### src/rtl/part_5_operand_loader_pkg.sv
// Shared definitions for the byte-serial operand loader: FSM encodings and byte width.
package part_5_operand_loader_pkg;

  localparam int BYTE_W = 8;

  typedef enum logic [1:0] {
    ST_LOAD_A = 2'd0,
    ST_LOAD_B = 2'd1,
    ST_HOLD   = 2'd2,
    ST_CHK    = 2'd3
  } state_e;

  // Byte index width; a single-byte operand still needs a 1-bit counter.
  function automatic int cnt_width(input int nbytes);
    return (nbytes > 1) ? $clog2(nbytes) : 1;
  endfunction

endpackage

### src/rtl/part_5_byte_assembler.sv
// Builds a DATA_W operand one byte at a time: byte lane idx receives din when wr_en is high.
module part_5_byte_assembler
  import part_5_operand_loader_pkg::*;
#(
  parameter int DATA_W = 32,
  parameter int NBYTES = DATA_W / BYTE_W,
  parameter int CNT_W  = cnt_width(DATA_W / BYTE_W)
) (
  input  logic              clk,
  input  logic              rst_n,
  input  logic              clr,
  input  logic              wr_en,
  input  logic [CNT_W-1:0]  idx,
  input  logic [BYTE_W-1:0] din,
  output logic [DATA_W-1:0] q
);

  genvar gi;
  generate
    for (gi = 0; gi < NBYTES; gi++) begin : g_lane
      logic [BYTE_W-1:0] lane_q;
      logic [BYTE_W-1:0] lane_d;

      // Clear wins over a write so an abort never leaves stale bytes behind.
      always_comb begin
        lane_d = lane_q;
        if (clr) begin
          lane_d = '0;
        end else if (wr_en && (idx == CNT_W'(gi))) begin
          lane_d = din;
        end
      end

      always_ff @(posedge clk or negedge rst_n) begin
        if (!rst_n) begin
          lane_q <= '0;
        end else begin
          lane_q <= lane_d;
        end
      end

      assign q[gi*BYTE_W +: BYTE_W] = lane_q;
    end
  endgenerate

endmodule

### src/rtl/part_5_operand_loader.sv
// Byte-serial front end: assembles little-endian operands a and b and hands them to the adder.
// Optional checksum byte after b is enabled by defining PART_5_CHK_EN.
module part_5_operand_loader
  import part_5_operand_loader_pkg::*;
#(
  parameter int DATA_W = 32
) (
  input  logic              clk,
  input  logic              rst_n,
  input  logic              clr,
  input  logic [7:0]        in_data,
  input  logic              in_valid,
  output logic              in_ready,
  output logic [DATA_W-1:0] a,
  output logic [DATA_W-1:0] b,
  output logic              op_valid,
  input  logic              op_ready,
  output logic              err
);

  localparam int NBYTES = DATA_W / BYTE_W;
  localparam int CNT_W  = cnt_width(NBYTES);

  state_e           state_q, state_d;
  logic [CNT_W-1:0] cnt_q, cnt_d;
  logic             accept;
  logic             last_byte;
  logic             wr_a, wr_b;

`ifdef PART_5_CHK_EN
  logic [7:0] xor_q, xor_d;
  logic       err_q, err_d;
  assign err = err_q;
`else
  assign err = 1'b0;
`endif

  assign accept    = in_valid & in_ready;
  assign last_byte = (cnt_q == CNT_W'(NBYTES - 1));

  always_ff @(posedge clk or negedge rst_n) begin
    if (!rst_n) begin
      state_q <= ST_LOAD_A;
      cnt_q   <= '0;
`ifdef PART_5_CHK_EN
      xor_q   <= '0;
      err_q   <= 1'b0;
`endif
    end else begin
      state_q <= state_d;
      cnt_q   <= cnt_d;
`ifdef PART_5_CHK_EN
      xor_q   <= xor_d;
      err_q   <= err_d;
`endif
    end
  end

  always_comb begin
    state_d = state_q;
    cnt_d   = cnt_q;
    wr_a    = 1'b0;
    wr_b    = 1'b0;
`ifdef PART_5_CHK_EN
    xor_d   = xor_q;
    err_d   = 1'b0;
`endif
    case (state_q)
      ST_LOAD_A: begin
        if (accept) begin
          wr_a  = 1'b1;
          cnt_d = last_byte ? '0 : cnt_q + CNT_W'(1);
          if (last_byte) state_d = ST_LOAD_B;
`ifdef PART_5_CHK_EN
          xor_d = xor_q ^ in_data;
`endif
        end
      end
      ST_LOAD_B: begin
        if (accept) begin
          wr_b  = 1'b1;
          cnt_d = last_byte ? '0 : cnt_q + CNT_W'(1);
`ifdef PART_5_CHK_EN
          xor_d = xor_q ^ in_data;
          if (last_byte) state_d = ST_CHK;
`else
          if (last_byte) state_d = ST_HOLD;
`endif
        end
      end
      ST_HOLD: begin
        if (op_ready) state_d = ST_LOAD_A;
      end
      ST_CHK: begin
`ifdef PART_5_CHK_EN
        if (accept) begin
          if (in_data == xor_q) begin
            state_d = ST_HOLD;
          end else begin
            state_d = ST_LOAD_A;
            err_d   = 1'b1;
          end
        end
`else
        state_d = ST_LOAD_A;
`endif
      end
      default: state_d = ST_LOAD_A;
    endcase

`ifdef PART_5_CHK_EN
    // The running checksum restarts whenever a fresh transaction begins.
    if ((state_d == ST_LOAD_A) && (state_q != ST_LOAD_A)) xor_d = '0;
`endif

    if (clr) begin
      state_d = ST_LOAD_A;
      cnt_d   = '0;
      wr_a    = 1'b0;
      wr_b    = 1'b0;
`ifdef PART_5_CHK_EN
      xor_d   = '0;
      err_d   = 1'b0;
`endif
    end
  end

  always_comb begin
    in_ready = (state_q != ST_HOLD);
    op_valid = (state_q == ST_HOLD);
  end

  part_5_byte_assembler #(
    .DATA_W (DATA_W)
  ) u_asm_a (
    .clk   (clk),
    .rst_n (rst_n),
    .clr   (clr),
    .wr_en (wr_a),
    .idx   (cnt_q),
    .din   (in_data),
    .q     (a)
  );

  part_5_byte_assembler #(
    .DATA_W (DATA_W)
  ) u_asm_b (
    .clk   (clk),
    .rst_n (rst_n),
    .clr   (clr),
    .wr_en (wr_b),
    .idx   (cnt_q),
    .din   (in_data),
    .q     (b)
  );

endmodule

### config.mk
export PLATFORM = sky130hd
export DESIGN_NAME = part_5_operand_loader
export DESIGN_NICKNAME = d
export VERILOG_FILES = /design/src/rtl/part_5_operand_loader_pkg.sv /design/src/rtl/part_5_byte_assembler.sv /design/src/rtl/part_5_operand_loader.sv
export SDC_FILE = /design/constraint.sdc
export NUM_CORES = 1
export LEC_CHECK = 0
export CORE_ASPECT_RATIO = 0.7
export CORE_MARGIN = 2
export CORE_UTILIZATION = 30
export DETAILED_ROUTE_END_ITERATION = 10
export PLACE_DENSITY = 0.52
export SLEW_MARGIN = 0
export SYNTH_ARGS = -nofsm -noshare
export SYNTH_HDL_FRONTEND = slang
export SYNTH_SLANG_ARGS = --single-unit
### constraint.sdc
create_clock -name clk -period 2.1 [get_ports clk]
set_input_delay 0.42 -clock clk [delete_from_list [all_inputs] [get_ports clk]]
set_output_delay 0.42 -clock clk [all_outputs]
set_load 0.02 [all_outputs]
==> results list <==
* Floorplan row count: 30
- Buffers inserted during clock tree synthesis total 9.
- Sum of negative setup slack: 0 ns
* Mapped Avg Cell Area: 11.43 um^2
- The top cell types in the final layout, fill and taps aside, are 77 x clkdlybuf4s50_1, 68 x dfrtp_1, 47 x and3_1, 34 x a31o_2, 22 x nand2_1.
- The run finished with clean final reports.
- After layout, the worst setup slack is 0.1254 ns.
* Yosys warning count: 0
- Number of antenna violations at the first check in global routing: 0
* Cells traversed along the worst timing path: nor2b_1, inv_1, clkdlybuf4s50_1
- The first global-routing pass estimated 14370 um of wire.
- Remaining max-slew budget at the tightest pin: 66.10%
- Of the cells placed in the final design, the portion with a size suffix greater than 1 is 21.39%.
- The clock tree synthesis step divided the H-tree into 3 levels.
- Core area: 9834 um^2
- Net switching component of the power: 0.0007696 W
- The synthesized design spends more area on one cell type than any other, namely dfrtp_1.
- In the routed design, unresolved DRC markers number 0.
- Final weighted congestion in routability-driven placement: 0.7498
* Slowest stage cell on the critical path: clkdlybuf4s50_1
* ANT cells: 0
- The via count of the first global-routing pass is 2484.
- The first detailed-routing pass took 4 iterations.
- Clock transition time at the flip-flop clock pins of the worst setup and hold paths: 0.06 ns
- The layer flagged by global routing as most heavily used is met1.
- Dominant delay contributor by cell family on the critical path: buffers and inverters
- Violation count after the first detailed-route iteration: 208
- Total congestion overflow: 0
- Max-cap check violation count: 0
* HPWL after detailed placement: 5973 um
- Kind of critical path: flip-flop to primary output
* Clock Skews: 0.005527 ns
* TritonCTS clock tree: yes
- Entering global routing, the biggest net connects 69 pins.
- Initial Util: 31.26%
* Final Hold Fails: 0
- Met3 GRT Util: 5.441%
* Minimum clock period after layout: 1.975 ns
* Die ar.: 11090 um^2
- Global routing used 17.10% of the available tracks.
- Counting every net in the synthesized netlist gives 286.
* Routed Wire Length: 9216 um
- Of all nets on the critical path, the largest fanout is 2.
- Synth top area cells: dfrtp_1 55%, a31o_2 9.7%, and3_1 9.6%, a31o_1 4.0%, o211ai_1 3.9%
- Measured on the finished design, the core utilization comes to 44.63%.
- Via-per-instance ratio: 5.184
- Number of vias in the routed layout: 2530
- Slew at the pin closest to its max-slew limit: 0.5070 ns
- # setup viols final: 0
- Proportion of total power due to net switching: 22.79%
* Remaining antenna violation count after routing: 0
- GR Util met1: 25.02%
- Crit. End Element: primary output
- STA puts the critical path data arrival time at 1.55 ns.
- Critical Path Source Type: flip-flop
- Cell Pwr Density: 769.3 nW/um^2
- Count of buffers inserted at the top-level ports: 78
- Yosys mapped the design onto 29 distinct sky130hd cell types.
- Internal power: 0.002607 W
- Per report_power, the clock group accounts for 49.9% of the total.
- Counting flops with a built-in enable in the synthesized netlist gives 0.
* Path category of the worst min-delay check: input port to asynchronous set/reset pin
* Part of the cycle the worst path needs: 94.03%
- For this run, the top clock speed supported by timing is 506.4 MHz.
- Counting flops and latches in the post-synthesis netlist gives 68.
- Sequential cells account for 40.4% of the total power.
- Top_reg_cell synth: dfrtp_1
- Post-CTS Setup Inserts: 0
* Buffer cell driving the clock tree root: clkbuf_16
- Worst-case vdd ir drop: 0.4215 mV
* Post-Synthesis Cells: 269
* Final routed wire length divided by cell count: 18.89 um
* Met2 routing resource usage after global routing: 24.46%
- Die width: 125.0 um
- Cell area after synthesis: 3074 um^2
- Number of nets in the final layout: 372
- Of the total power, combinational logic draws 9.7%.
- Hold bufs inserted after CTS: 0
* Sink Count: 68
* Total count of max-transition violations in the final report: 0
- Vert. Die Dim: 88.70 um
- Count of instances resized after the clock tree is built: 0
- Summed over its instances, the top area cell type makes up 55.35% of the synthesized netlist area.
- OpenSTA, run right after detailed placement, puts the worst setup slack at 0.05940 ns.
- At the worst endpoint, the required time is 1.68 ns.
- The clock passes through at most 2 buffers.
- After synthesis, flip-flops and latches occupy 55.35% of the total area.
- Pin placement for this block handled 80 I/O pins.
- The largest single stage delay on the critical path is 0.56 ns.
* Leak Pwr: 2.183 nW
- Share of synthesized flip-flops with an asynchronous set or reset: 100.0%
- Clock latency of the later-clocked register in the worst-skew pair: 0.33 ns
- Setup repair after global routing left no endpoint under its margin.
- Leaving out fill and tap cells, the most frequent cell in the layout is clkdlybuf4s50_1.
- Together, buffers and inverters on the worst path number 2.
* Synthesis-to-finish area growth: 42.78%
## layout make-up
type,instances,area (um^2)
Timing Repair Buffer,97,955.9
Clock inverter,4,70.07
Multi-Input combinational cell,175,1220
Fill cell,934,5445
Inverter,4,15.01
Clock buffer,12,266.5
Sequential cell,68,1702
Tap cell,128,160.2
## registers in the layout, indices dropped and copies added (netlist names)
register and flops:
u_asm_a.g_lane.lane_q 32, u_asm_b.g_lane.lane_q 32, cnt_q 2, state_q 2
## Yosys cell counts (2+ instances only)
| cell | instances |
|---|---|
| ha_1 | 4 |
| and3_1 | 47 |
| nor2b_2 | 3 |
| a31o_1 | 14 |
| and3b_1 | 3 |
| nand2_1 | 22 |
| a31o_2 | 34 |
| dfrtp_1 | 68 |
| o211ai_1 | 16 |
| clkbuf_1 | 10 |
| buf_6 | 6 |
| nand3b_1 | 2 |
| buf_2 | 5 |
| nand3_1 | 16 |
| inv_1 | 3 |
| nor2_1 | 3 |
## path summary, 6_finish.rpt
| path | to | cells past startpoint | from | slack, ns |
|---|---|---|---|---|
| setup / recovery | in_ready | 3 | state_q[0]$_DFFE_PN0P_ | 0.13 |
| hold / removal | u_asm_a.g_lane[2].lane_q[5]$_DFFE_PN0P_ | 2 | rst_n | 0.11 |
| setup reg to reg | u_asm_b.g_lane[1].lane_q[4]$_DFFE_PN0P_ | 5 | cnt_q[1]$_DFFE_PN0P_ | 0.43 |
| hold reg to reg | u_asm_b.g_lane[0].lane_q[0]$_DFFE_PN0P_ | 1 | u_asm_b.g_lane[0].lane_q[0]$_DFFE_PN0P_ | 0.51 |
| max in group asynchronous | u_asm_b.g_lane[2].lane_q[0]$_DFFE_PN0P_ | 2 | rst_n | 1.69 |
| min in group clk | u_asm_b.g_lane[0].lane_q[0]$_DFFE_PN0P_ | 1 | u_asm_b.g_lane[0].lane_q[0]$_DFFE_PN0P_ | 0.51 |
## per-layer routing
metal  wire (um)  share of wire, %
met1        4670                51
met2        3852                42
met3         614               6.7
met4          78              0.85
met5           0                 0
## per-stage QoR
stage / cell area [um^2] / power, W / hold slack (ns) / instances
6_report: 4389 / 0.003376 / 0.1059 / 488
3_3_place_gp: 4053 / 0.001716 / 0.4759 / 472
5_1_grt: 4389 / 0.003508 / 0.1287 / 488
3_5_place_dp: 4053 / 0.001718 / 0.4751 / 472
4_1_cts: 4389 / 0.003407 / 0.1236 / 488
2_1_floorplan: 3074 / 0.001536 / 0.1244 / 269
## power groups by stage
stage | Combinational (W) | Clock, W | Sequential [W]
after CTS | 0.000332 | 0.00171 | 0.00136
after global placement | 0.000330 | 0 | 0.00139
after global routing | 0.000358 | 0.00178 | 0.00137
after detailed placement | 0.000332 | 0 | 0.00139
after floorplan | 0.000120 | 0 | 0.00142
final | 0.000329 | 0.00168 | 0.00136
## logic make-up after synthesis
group | count (synthesis) | share of synthesized area (%)
xor+xnor | 2 | 0.5699
buf+inv | 26 | 4.965
other cells | 1 | 0.1220
flops | 68 | 55.35
simple gates | 102 | 19.21
fa+ha+maj | 4 | 1.628
compound gates | 65 | 17.83
mux | 1 | 0.3256
Power figures use the tool's default switching activity.
